<file path="config.mk">
export PLATFORM = sky130hd
export DESIGN_NAME = note_judge
export DESIGN_NICKNAME = d
export VERILOG_FILES = /design/src/rtl/note_judge.sv
export SDC_FILE = /design/constraint.sdc
export NUM_CORES = 1
export LEC_CHECK = 0
export CAP_MARGIN = 40
export CORE_MARGIN = 2
export CORE_UTILIZATION = 30
export DETAILED_ROUTE_END_ITERATION = 12
export DONT_BUFFER_PORTS = 1
export PLACE_DENSITY = 0.41
export SLEW_MARGIN = 10
export SYNTH_ARGS = -nofsm -noshare
export SYNTH_HDL_FRONTEND = slang
export SYNTH_SLANG_ARGS = --single-unit
export TNS_END_PERCENT = 30
</file>
<file path="constraint.sdc">
create_clock -name clk -period 4.92 [get_ports clk]
set_input_delay 0.738 -clock clk [delete_from_list [all_inputs] [get_ports clk]]
set_output_delay 0.738 -clock clk [all_outputs]
set_load 0.03 [all_outputs]
</file>
<file path="src/rtl/note_judge.sv">
`default_nettype none
// +----------------------------------------------------------------------------+
// | Module   : note_judge                                                      |
// | Purpose  : grades notes at the lane target as PERFECT/GOOD/MISS and keeps  |
// |            score, combo and max combo. Optional macro JUDGE_EMPTY_PRESS_EN |
// |            turns a press with no note into a MISS.                         |
// | Revision : 1.0                                                            |
// +----------------------------------------------------------------------------+
module note_judge #(
  parameter int NOTE_SPEED  = 200,
  parameter int PERFECT_MS  = 60,
  parameter int DEBOUNCE_MS = 10
) (
  input  logic        clk,
  input  logic        rst,
  input  logic        i_tick,
  input  logic        i_is_target,
  input  logic        i_btn,
  output logic        o_perfect,
  output logic        o_good,
  output logic        o_miss,
  output logic [15:0] o_score,
  output logic [7:0]  o_combo,
  output logic [7:0]  o_max_combo
);

  localparam int c_win_w = ($clog2(NOTE_SPEED) > 8) ? $clog2(NOTE_SPEED) : 8;
  localparam int c_db_w  = ($clog2(DEBOUNCE_MS + 1) > 1) ? $clog2(DEBOUNCE_MS + 1) : 1;
  localparam logic [c_win_w-1:0] c_win_last = c_win_w'(NOTE_SPEED - 1);
  localparam logic [c_db_w-1:0]  c_db_last  = c_db_w'(DEBOUNCE_MS - 1);

  typedef enum logic [1:0] {
    S_IDLE   = 2'd0,
    S_ARMED  = 2'd1,
    S_JUDGED = 2'd2
  } state_t;

  state_t             r_state;
  state_t             w_state_nx;
  logic               r_btn_s1;
  logic               r_btn_s2;
  logic               r_btn_acc;
  logic               r_btn_acc_d;
  logic [c_db_w-1:0]  r_db_cnt;
  logic [c_win_w-1:0] r_win;
  logic               r_perfect;
  logic               r_good;
  logic               r_miss;
  logic [15:0]        r_score;
  logic [7:0]         r_combo;
  logic [7:0]         r_max_combo;

  logic               w_press;
  logic               w_expire;
  logic               w_close;
  logic               w_hit_p;
  logic               w_hit_g;
  logic               w_miss;
  logic [16:0]        w_score_sum;
  logic [7:0]         w_combo_inc;

  always_ff @(posedge clk or posedge rst) begin
    if (rst) begin
      r_btn_s1    <= 1'b0;
      r_btn_s2    <= 1'b0;
      r_btn_acc   <= 1'b0;
      r_btn_acc_d <= 1'b0;
      r_db_cnt    <= '0;
    end else begin
      r_btn_s1    <= i_btn;
      r_btn_s2    <= r_btn_s1;
      r_btn_acc_d <= r_btn_acc;
      if (r_btn_s2 == r_btn_acc) begin
        r_db_cnt <= '0;
      end else if (i_tick) begin
        if (r_db_cnt == c_db_last) begin
          r_btn_acc <= r_btn_s2;
          r_db_cnt  <= '0;
        end else begin
          r_db_cnt <= r_db_cnt + c_db_w'(1);
        end
      end
    end
  end

  assign w_press  = r_btn_acc & ~r_btn_acc_d;
  assign w_expire = i_tick && (r_win == c_win_last);
  assign w_close  = w_expire || !i_is_target;

  always_ff @(posedge clk or posedge rst) begin
    if (rst) begin
      r_state <= S_IDLE;
      r_win   <= '0;
    end else begin
      r_state <= w_state_nx;
      if (r_state == S_IDLE) begin
        r_win <= '0;
      end else if (i_tick) begin
        r_win <= r_win + c_win_w'(1);
      end
    end
  end

  // A press in ARMED always wins over a same-cycle expiry or target fall.
  always_comb begin
    w_state_nx = r_state;
    w_hit_p    = 1'b0;
    w_hit_g    = 1'b0;
    w_miss     = 1'b0;
    case (r_state)
      S_IDLE: begin
        if (i_is_target) begin
          w_state_nx = S_ARMED;
        end
`ifdef JUDGE_EMPTY_PRESS_EN
        else if (w_press) begin
          w_miss = 1'b1;
        end
`endif
      end
      S_ARMED: begin
        if (w_press) begin
          if (int'(r_win) < PERFECT_MS) begin
            w_hit_p = 1'b1;
          end else begin
            w_hit_g = 1'b1;
          end
          w_state_nx = w_close ? S_IDLE : S_JUDGED;
        end else if (w_close) begin
          w_miss     = 1'b1;
          w_state_nx = S_IDLE;
        end
      end
      S_JUDGED: begin
        if (w_close) begin
          w_state_nx = S_IDLE;
        end
      end
      default: w_state_nx = S_IDLE;
    endcase
  end

  assign w_score_sum = {1'b0, r_score} + (w_hit_p ? 17'd2 : (w_hit_g ? 17'd1 : 17'd0));
  assign w_combo_inc = (r_combo == 8'hFF) ? 8'hFF : r_combo + 8'd1;

  always_ff @(posedge clk or posedge rst) begin
    if (rst) begin
      r_perfect   <= 1'b0;
      r_good      <= 1'b0;
      r_miss      <= 1'b0;
      r_score     <= '0;
      r_combo     <= '0;
      r_max_combo <= '0;
    end else begin
      r_perfect <= w_hit_p;
      r_good    <= w_hit_g;
      r_miss    <= w_miss;
      if (w_hit_p || w_hit_g) begin
        r_score <= w_score_sum[16] ? 16'hFFFF : w_score_sum[15:0];
        r_combo <= w_combo_inc;
        if (w_combo_inc > r_max_combo) begin
          r_max_combo <= w_combo_inc;
        end
      end else if (w_miss) begin
        r_combo <= '0;
      end
    end
  end

  assign o_perfect   = r_perfect;
  assign o_good      = r_good;
  assign o_miss      = r_miss;
  assign o_score     = r_score;
  assign o_combo     = r_combo;
  assign o_max_combo = r_max_combo;

endmodule
`default_nettype wire

</file>
# --- Word level (Yosys, flattened, before mapping) ---
# Index checks and enable logic that the tools add are counted.
word_totals:
  ff_bits: 53
  output_inout_bits: 35
  wordCells: 64
op_classes:
  n_addsub: 4
  n_lt_le_gt_ge: 2
  eq_ne: 7
  mux: 25
  n_bitwise: 3
  reduce_logical: 10
op_table:
  columns: ["operator", "count"]
  rows:
  - ["$mux 8", 5]
  - ["$add 16x2->17", 1]
  - ["$add 8x1->8 const B", 2]
  - ["$eq 8x8->1 const B", 2]
  - ["$mux 16", 1]
  - ["$mux 4", 3]
  - ["$mux 1", 10]
  - ["$mux 2", 5]
  - ["$gt 8x8->1", 1]
  - ["$lt 8x6->1 const B", 1]
  - ["$pmux 2 s3", 1]
  - ["$reduce_bool 2->1", 3]
  - ["$add 4x1->4 const B", 1]
  - ["$eq 4x4->1 const B", 1]
  - ["$reduce_and 3->1", 1]
  - ["$eq 2x1->1 const B", 1]
  - ["$eq 2x2->1 const B", 1]
  - ["$logic_not 2->1", 1]
  - ["$logic_or 1x1->1", 2]
  - ["$ne 2x2->1 const B", 1]
  - ["$not 1->1", 2]
  - ["$reduce_and 2->1", 1]
  - ["$and 1x1->1", 1]
  - ["$eq 1x1->1", 1]
  - ["2 further kinds", 2]

# --- Logic depth before layout (Yosys ltp) ---
# Gate-level depths: netlist (run 1).
depth:
  ltp_word: 8
  depth_mapped: 12

# --- Worst setup path before layout (run 1) ---
# OpenSTA, ideal clock, no wires.
synth_path:
  path_kind: "reg2reg"
  startpoint: "register r_combo[0] (netlist: o_combo[0])"
  endpoint: "register r_max_combo[0] (netlist: o_max_combo[0])"
  setup_ns: 0.125
  arrival_ns: 2.590
  setup_slack_ns: 2.206
  path_stages_with_launch: 10
  n_path_buf: 0
  path_cell_list: "dfrtp_1 ha_1 and3_1 and3_1 nand3_1 o21ai_0 ha_1 nand4_1 o2111ai_2 mux2_2"
synth_via:
  elab_chain_len: 4
synth_rtl:
  columns: ["item", "line", "source"]
  rows:
  - ["from (decl)", "50", "logic [7:0] r_combo;"]
  - ["from (signal assigned)", "160", "r_combo <= w_combo_inc;"]
  - ["$add 8x1->8 or $eq 8x8->1 (tied branches)", "144", "assign w_combo_inc = (r_combo == 8'hFF) ? 8'hFF : r_combo + 8'd1;"]
  - ["$mux 8 (*)", "144", null]
  - ["net w_combo_inc[3]", "60", "logic [7:0] w_combo_inc;"]
  - ["$gt 8x8->1 (*)", "161", "if (w_combo_inc > r_max_combo) begin"]
  - ["$reduce_and 2->1 (no line) (*)", null, null]
  - ["to (signal assigned)", "162", "r_max_combo <= w_combo_inc;"]
  - ["to (decl)", "51", "logic [7:0] r_max_combo;"]
# Mark *: on every way through the listed nets, which the timed path passes. The rest lies on a longest branch.
# A chain may end at the register's enable or synchronous reset.

# --- Worst setup path in the final report (run 1) ---
layout_path:
  startpoint: "register r_combo[0] (netlist: o_combo[0])"
  endpoint: "register r_max_combo[2] (netlist: o_max_combo[2])"
# Same word-level chain as after synthesis.

==> results.toml, run 1 <==
[sta]
setup_viol = 0
max_freq_ghz = 0.3264
rsz0062_at_grt = "no"
fin_skew_ns = 0.01274
hold_viol_final = 0
period_minus_slack_ns = 3.063
worst_pin_slew_ns = 0.6862
setup_tns_ns = 0
period_share_pct = 62.27
relSlewSlack_pct = 54.25
slew_violations = 0

[logic_synthesis]
synth_xor_area_share_pct = 6.452
synth_top_family_by_area = "simple AND/OR/NAND/NOR gates"
synth_area_per_cell_sq_um = 10.61
yosysWarnings = 0
synth.area.top_cells = "dfrtp_1, ha_1, xor2_1"
yosys.area_share.simple_pct = 20.55
synth_edf_count = 0
yosys.area.top_type = "dfrtp_1"
async_reset_ff_share_pct = 100.0
ys.flop_type = "dfrtp_1"
synth-adder-area-share_pct = 7.189
synth_compound_area_share_pct = 8.710
yosysUniqueCellTypes = 44
synth_top_area_share_pct = 48.85
syn_inst = 256
syn_area_sq_um = 2715
muxShareOfSynthArea_pct = 4.977
ys_seq_area_share_pct = 48.85
synth_seq_cells = 53
syn-num-nets = 276

[worst_setup_path]
r2r_slack_ns = 1.86
worstSetupStartpointType = "flip-flop"
crit_buf_inv = 0
cp_slowest_cell = "dfrtp_1"
cp_slowest_stage_delay_ns = 0.62
worstPathArrival_ns = 3.25
critPathKind = "flip-flop to flip-flop"
startpoint = "o_combo[0]"
path_delay_family = "simple AND/OR/NAND/NOR gates"
end_kind = "flip-flop"
cp_cell_sequence = "ha_1 > and3_1 > and3_1 > nor2b_1 > a21oi_1 > ha_1 > nand4_1 > o2111ai_2 > mux2_2"
crit_path_max_fanout = 8
rr_startpoint = "o_combo[0]"
cp_data_required_time_ns = 5.11

[die]
ios = 40
die_y_microns = 99.14
rows = 34
start_util_pct = 30.98
dieArea_sq_um = 9828
fp.dieW_microns = 99.14
core_sq_um = 8763

[global_routing]
overflow = 0
grt_pass1_wl_mm = 9.232
antenna_found_initial = 0
grt_pass1_vias = 1803
gr-usage-all-layers_pct = 11.61
grt_max_degree = 54

[route]
remaining_drc_errors = 0
wl_per_cell_microns = 14.35
drtPass1Iterations = 4
routed_via_density = 4.815
vias = 1767
drtAntennaViolNets = 0
drt-total-wl_mm = 5.266
drt_iter0_drc = 41

[clock_network]
post_cts_resized = 0
clock_latency_ns = 0.30
cts.path.max_buffers = 2
cts_tree = "built"
post_cts_buffers = 0
h-tree-depth = 2
cts_hold_buf = 0
cts_made_buffers = 5
cts_root_buffer = "clkbuf_8"
clkSinkCount = 53
path_clk_slew_ns = 0.09

[final_layout]
mostFrequentLayoutCell = "dfrtp_1"
syn2layout_area_growth_pct = 7.373
final_cell_mix = "dfrtp_1, nand2_1, xor2_1"
diodes = 0
num-nets-final = 279
drive_gt1_share_pct = 9.266

[job]
drv_cap = 0

[status]
outcome = "complete, no violations"

[worst_hold_path]
min_from = "r_btn_s1"
hp-class = "flip-flop to flip-flop"

[power]
powerDensity_nw_per_um2 = 250.9
power_mw = 0.7314
cellLeakagePower_nw = 1.419
peakVddDrop_mv = 0.1091

[placed_design]
hpwl_mm = 3.704
port_buffers = 0
routabilityCongestion = 0.7452
report_power, final:
group | internal, mW | switching (mW) | total, mW
registers | 0.442 | 0.00766 | 0.450
logic | 0.00935 | 0.0195 | 0.0289
clock network | 0.112 | 0.141 | 0.253
total | 0.563 | 0.168 | 0.731
cells in the mapped netlist, drive strengths merged, types with 3 or more instances:
cell	instances
xor2	17
o21ai	10
and2b	3
dfrtp	53
nand3	17
a21oi	6
and4	4
ha	14
xnor2	3
and3	5
nor2b	5
nand4	9
nand2	29
a22o	7
buf	4
inv	15
o21a	3
mux2	9
nor2	16
mux2i	3
flip-flops by register name (all words and copies together) (netlist names):
name and flops:
o_max_combo 8, o_good 1, o_miss 1, o_score 16, r_db_cnt 4, r_btn_s2 1, o_combo 8, r_btn_acc_d 1
o_perfect 1, r_btn_s1 1, r_win 8, r_btn_acc 1, r_state 2
metrics by stage:
stage                     util [%]  cells  hold WS [ns]  setup slack [ns]  instance area (sq um)
final                        33.27    367        0.3598             1.857                   2915
after global routing         33.27    367        0.3780             1.443                   2915
after CTS                    33.27    367        0.3644             1.772                   2915
after detailed placement     32.24    360        0.3410             1.811                   2825
after global placement       32.24    360        0.3360             1.774                   2825
after floorplan                  -    256        0.3312             2.206                   2715
metal layers:
layer | share of wire [%] | GRT usage, %
met1 | 49 | 15.82
met2 | 45 | 17.93
met3 | 4.7 | 3.233
met4 | 1.2 | 3.793
met5 | 0 | 0
path summary, 6_finish.rpt:
path | to | depth (start not counted)
max in group asynchronous | o_max_combo[1] | 2
setup reg to reg | o_max_combo[2] | 9
min in group asynchronous | r_btn_s1 | 2
setup / recovery | o_max_combo[2] | 9
hold / removal | r_btn_s2 | 0
hold reg to reg | r_btn_s2 | 0
layout make-up:
type,count,area (sq um)
Clock buffer,6,82.58
Clock inverter,1,7.507
Fill cell,877,5848
Inverter,15,56.30
Multi-Input combinational cell,183,1300
Sequential cell,53,1326
Tap cell,108,135.1
Timing Repair Buffer,1,7.507
cells by family (layout without fill, tap and decap cells):
logic type,after synthesis,in the layout
xor+xnor,20,20
flops,53,53
mux,12,12
simple gates,102,102
fa+ha+maj,15,15
compound gates,34,34
buf+inv,20,23
Power figures use the tool's default switching activity.
==> run 2: changes to the inputs <==
- clock period: 4.92 -> 2.85 ns (I/O delays scaled with it)
==> results.toml, run 2 (same netlist as run 1, synthesis figures left out) <==
[worst_hold_path]
hp-class = "primary input to flip-flop"
whs_path_depth = 0
hold_end = "r_btn_s1"
min_from = "i_btn"

[job]
drv_cap = 0

[power]
powerDensity_nw_per_um2 = 442.0
peakVddDrop_mv = 0.2031
power_mw = 1.376
cellLeakagePower_nw = 1.541

[sta]
setup_viol = 0
relSlewSlack_pct = 53.69
fin_skew_ns = 0.01077
holdWs_ns = 0.1431
max_freq_ghz = 0.3793
hold_viol_final = 0
rsz0062_at_grt = "no"
period_minus_slack_ns = 2.636
setup_slack_ns = 0.2139
period_share_pct = 92.49
setup_tns_ns = 0
worst_pin_slew_ns = 0.6947
slew_violations = 0

[route]
vias = 1892
drt-total-wl_mm = 5.545
wl_per_cell_microns = 14.29
drt_iter0_drc = 45
remaining_drc_errors = 0
drtAntennaViolNets = 0
drtPass1Iterations = 4
routed_via_density = 4.876

[final_layout]
fillers = 889
mostFrequentLayoutCell = "dfrtp_1"
num-nets-final = 299
seq_area_sq_um = 1326
syn2layout_area_growth_pct = 14.70
diodes = 0
multi_input_area_sq_um = 1319
drive_gt1_share_pct = 16.79
final_cell_mix = "dfrtp_1, nand2_1, buf_4"
post-route-util_pct = 35.54
largest_reg_flops = 16

[placed_design]
hpwl_mm = 3.890
routabilityCongestion = 0.7726
port_buffers = 0
pre_cts_slack_ns = 0.08127

[worst_setup_path]
crit_path_max_fanout = 8
worstPathArrival_ns = 2.84
startpoint = "o_combo[0]"
rr_startpoint = "o_combo[0]"
r2r_slack_ns = 0.21
worstSetupStartpointType = "flip-flop"
end_kind = "flip-flop"
cp_data_required_time_ns = 3.05
critPathKind = "flip-flop to flip-flop"
reg2reg_depth = 11
regToRegEndpoint = "o_max_combo[0]"

[clock_network]
h-tree-depth = 2
cts_tree = "built"
clkSinkCount = 53
cts_root_buffer = "clkbuf_8"
clock_latency_ns = 0.31
cts_made_buffers = 5
cts.path.max_buffers = 2
path_clk_slew_ns = 0.10

[global_routing]
grt_pass1_vias = 1868
gr-usage-all-layers_pct = 11.79
overflow = 0
grt_max_degree = 54
grt_pass1_wl_mm = 9.321
antenna_found_initial = 0

[die]
core_sq_um = 8763
start_util_pct = 30.98
rows = 34
die_y_microns = 99.14
fp.dieW_microns = 99.14
dieArea_sq_um = 9828
ios = 40

[status]
outcome = "complete, no violations"
-- run 2: what timing repair did --
action / CTS / global route
resized for setup: 0 / 3
hold buffers: 0 / 0
setup endpoints to repair: 0 / 10
setup buffers: 0 / 2
-- run 2: through the flow --
stage / cells / cell area [sq um]
final: 388 / 3114
after floorplan: 256 / 2715
after global placement: 378 / 2960
after detailed placement: 378 / 2960
after global routing: 388 / 3114
after CTS: 386 / 3080
-- run 2: area by class of cell --
cell class              count  area share (%)
inverters                  15           1.808
clock inverters             2           1.205
clock buffers               6           2.652
repair buffers             21           5.062
multi-input cells         183           42.35
flip-flops and latches     53           42.59
well taps                 108           4.339
-- run 2: power breakdown --
part / switching, mW / total (mW) / internal (mW)
Sequential: 0.0123 / 0.776 / 0.763
Combinational: 0.0355 / 0.0531 / 0.0176
Clock: 0.261 / 0.548 / 0.286
Total: 0.309 / 1.38 / 1.07
-- run 2: worst max-delay path, cell delays in order (launching register included) --
cell	delay, ns
dfrtp_1	0.40
ha_1	0.22
and3_1	0.18
and3_1	0.22
nand3_2	0.12
nand2b_1	0.11
ha_1	0.30
nor2b_1	0.13
o211ai_1	0.17
nand3_1	0.14
o2111ai_4	0.16
mux2_2	0.38
-- run 2: routing by layer --
metal / global-route usage, % / share of wire (%) / vias to the layer above
met4: 3.161 / 0.83 / 0
met3: 3.303 / 5.1 / 5
met2: 18.24 / 44 / 33
met1: 16.33 / 50 / 916
li1: - / - / 938
met5: 0 / 0 / -
-- run 2: how the worst max path moves through the flow --
stage	to	cells past startpoint
final	o_max_combo[0]	11
after CTS	o_max_combo[4]	9
after global routing	o_max_combo[0]	11
after global placement	o_max_combo[0]	11
after detailed placement	o_max_combo[0]	9
after floorplan	o_max_combo[0]	9
==> patch, RTL diff (flow settings as in run 2) <==
The option `JUDGE_EMPTY_PRESS_EN` is turned on by a define.
--- a/src/rtl/note_judge.sv
+++ b/src/rtl/note_judge.sv
@@ -7,4 +7,6 @@
 // | Revision : 1.0                                                            |
 // +----------------------------------------------------------------------------+
+`define JUDGE_EMPTY_PRESS_EN
+
 module note_judge #(
   parameter int NOTE_SPEED  = 200,
Function: same outputs for any inputs over 10 cycles, from zero or initial values and one cycle with rst high; that may be too few to reach the edited logic, so the function may still have changed.
==> patch against run 2 <==
Clock skew up 0.0022 ns; via count up 7.6%; power down 2.6%; first-iteration DRC count up 80%; synthesized area up 2.7%; sequential cell count unchanged; design area up 4.8%; cell count up 5.4%; hold slack worse by 0.081 ns; wire length up 8.7%; worst setup slack worse by 0.070 ns; clock power down 3.8%; largest power group unchanged.
==> patch: results (changes against run 2) <==
STA
  – Setup violators final: 0 (unchanged)
  – Least-Margin Pin Slew: 0.604 ns (was 0.695 ns)
  – Worst hold margin: 0.0622 ns (was 0.143 ns)
  – Final clock skew: 0.0129 ns (was 0.0108 ns)

Hold path
  – HP Class: in -> async (was in -> reg)

Power and ir drop
  – Lkg Pwr: 1.55 nW (was 1.54 nW)
  – Worst VDD drop: 0.218 mV (was 0.203 mV)

Yosys
  – Synth cell count leaders: 53 x dfrtp_1, 29 x nand2_1, 19 x inv_1 (was 53 x dfrtp_1, 29 x nand2_1, 17 x xor2_1)
  – Ranking of synthesized cells by area: dfrtp_1 48%, ha_1 6.3%, mux2_2 4.8% (was dfrtp_1 49%, ha_1 6.5%, xor2_1 5.5%)
  – Syn nets: 291 (was 276)
  – Synthesis Warnings: 0 (unchanged)
  – Sequential area share after synthesis: 0.476 (was 0.488)
  – Avg Inst Size Synth: 10.3 µm² (was 10.6 µm²)
  – Yosys cell types: 48 (was 44)

Placed design
  – RD Place Congestion: 0.747 (was 0.773)
  – Final HPWL DP: 4350 µm (was 3890 µm)
  – Placed Cells incl. Taps: 398 (was 378)

Worst setup path
  – CP max stage cell: dfrtp_2 (was dfrtp_1)
  – R2R setup slack: 0.14 ns (was 0.21 ns)
  – Reg2reg path depth: 9 (was 11)
  – Slowest stage delay, CP: 0.44 ns (was 0.40 ns)
  – RR Startpoint: o_combo[3]$_DFFE_PP0P_ (was o_combo[0]$_DFFE_PP0P_)
  – Crit path to: o_max_combo[3]$_DFFE_PP0P_ (was o_max_combo[0]$_DFFE_PP0P_)

Cells and area
  – Largest register FFs: 16 (unchanged)
  – Fill cells: 921 (was 889)

Clock tree
  – Clk slew on worst S/H paths: 0.11 ns
  – H-tree depth: 2 (unchanged)

Global routing
  – Largest net degree at the start of global routing: 28 (was 54)
  – First-pass GRT wire length: 10300 µm (was 9320 µm)
  – Initial antenna violation count: 0 (unchanged)
  – Vias in the first global route: 2080 (was 1868)
  – GRT Total Usage: 0.131 (was 0.118)

Detailed routing
  – Via count: 2035 (was 1892)
  – Drt initial violations: 81 (was 45)
  – Via density per instance: 4.98 (was 4.88)
  – Wire per inst: 14.7 µm (was 14.3 µm)

Status
  – Result of the run: finished, final reports clean (unchanged)
-- patch: cell types whose count changed after synthesis, moves of 4 or more --
cell	before	now
mux2_2	8	12
clkbuf_1	1	5
xnor2_1	3	8
and3_1	5	10
nor3_1	1	5
nand3_1	16	12
xor2_1	17	5
or3_1	0	6
a21o_1	0	5
inv_1	15	19
-- patch: worst min path at each step --
stage / depth (start not counted) / start / end
6_report: 1 / rst / r_win[0]$_DFFE_PP0P_
5_1_grt: 1 / rst / r_win[0]$_DFFE_PP0P_
4_1_cts: 1 / rst / r_win[0]$_DFFE_PP0P_
3_5_place_dp: 0 / r_btn_s1$_DFF_PP0_ / r_btn_s2$_DFF_PP0_
3_3_place_gp: 0 / r_btn_s1$_DFF_PP0_ / r_btn_s2$_DFF_PP0_
2_1_floorplan: 0 / r_btn_s1$_DFF_PP0_ / r_btn_s2$_DFF_PP0_
-- patch: area by class of cell --
class	instances	area, µm²	area share
multi-input cells	193	1410	0.431
flip-flops and latches	53	1330	0.408
repair buffers	25	204	0.0625
well taps	111	139	0.0425
clock buffers	6	72.6	0.0222
inverters	19	71.3	0.0218
clock inverters	2	38.8	0.0119
-- patch: report_power, final --
part	leakage [nW]	switching, mW	internal, mW	total [mW]
logic	0.767	0.0290	0.0148	0.0438
registers	0.723	0.0100	0.760	0.770
clock network	0.0554	0.262	0.264	0.527
-- patch: repair_timing --
action                     4_1_cts  5_1_grt
hold endpoints to repair         0        0
setup endpoints to repair        7       20
setup buffers                    0        3
pin swaps                        0        2
gates resized for setup          1       10
-- patch: through the flow --
step	instance area (µm²)	worst slack (ns)
6_report	3260	0.144
5_1_grt	3260	-0.00201
4_1_cts	3200	0.0103
3_5_place_dp	3080	-0.00281
3_3_place_gp	3080	0.0822
2_1_floorplan	2790	0.0200
-- patch: cells by family after synthesis --
logic type                 after synthesis  synth area share
and+or+nand+nor                        103             0.202
adders and majority gates               15            0.0700
muxes                                   14            0.0557
xor gates and xnor gates                13            0.0408
AOI/OAI and AO/OA                       48             0.122
buffers and inverters                   25            0.0341
DFF                                     53             0.476
-- patch: layer usage --
| layer | up-vias | share of wire | track usage |
|---|---|---|---|
| met1 | 982 | 0.48 | 0.178 |
| li1 | 1018 | - | - |
| met3 | 6 | 0.044 | 0.0292 |
| met4 | 0 | 0.014 | 0.0379 |
| met2 | 29 | 0.46 | 0.208 |
| met5 | - | 0 | 0 |
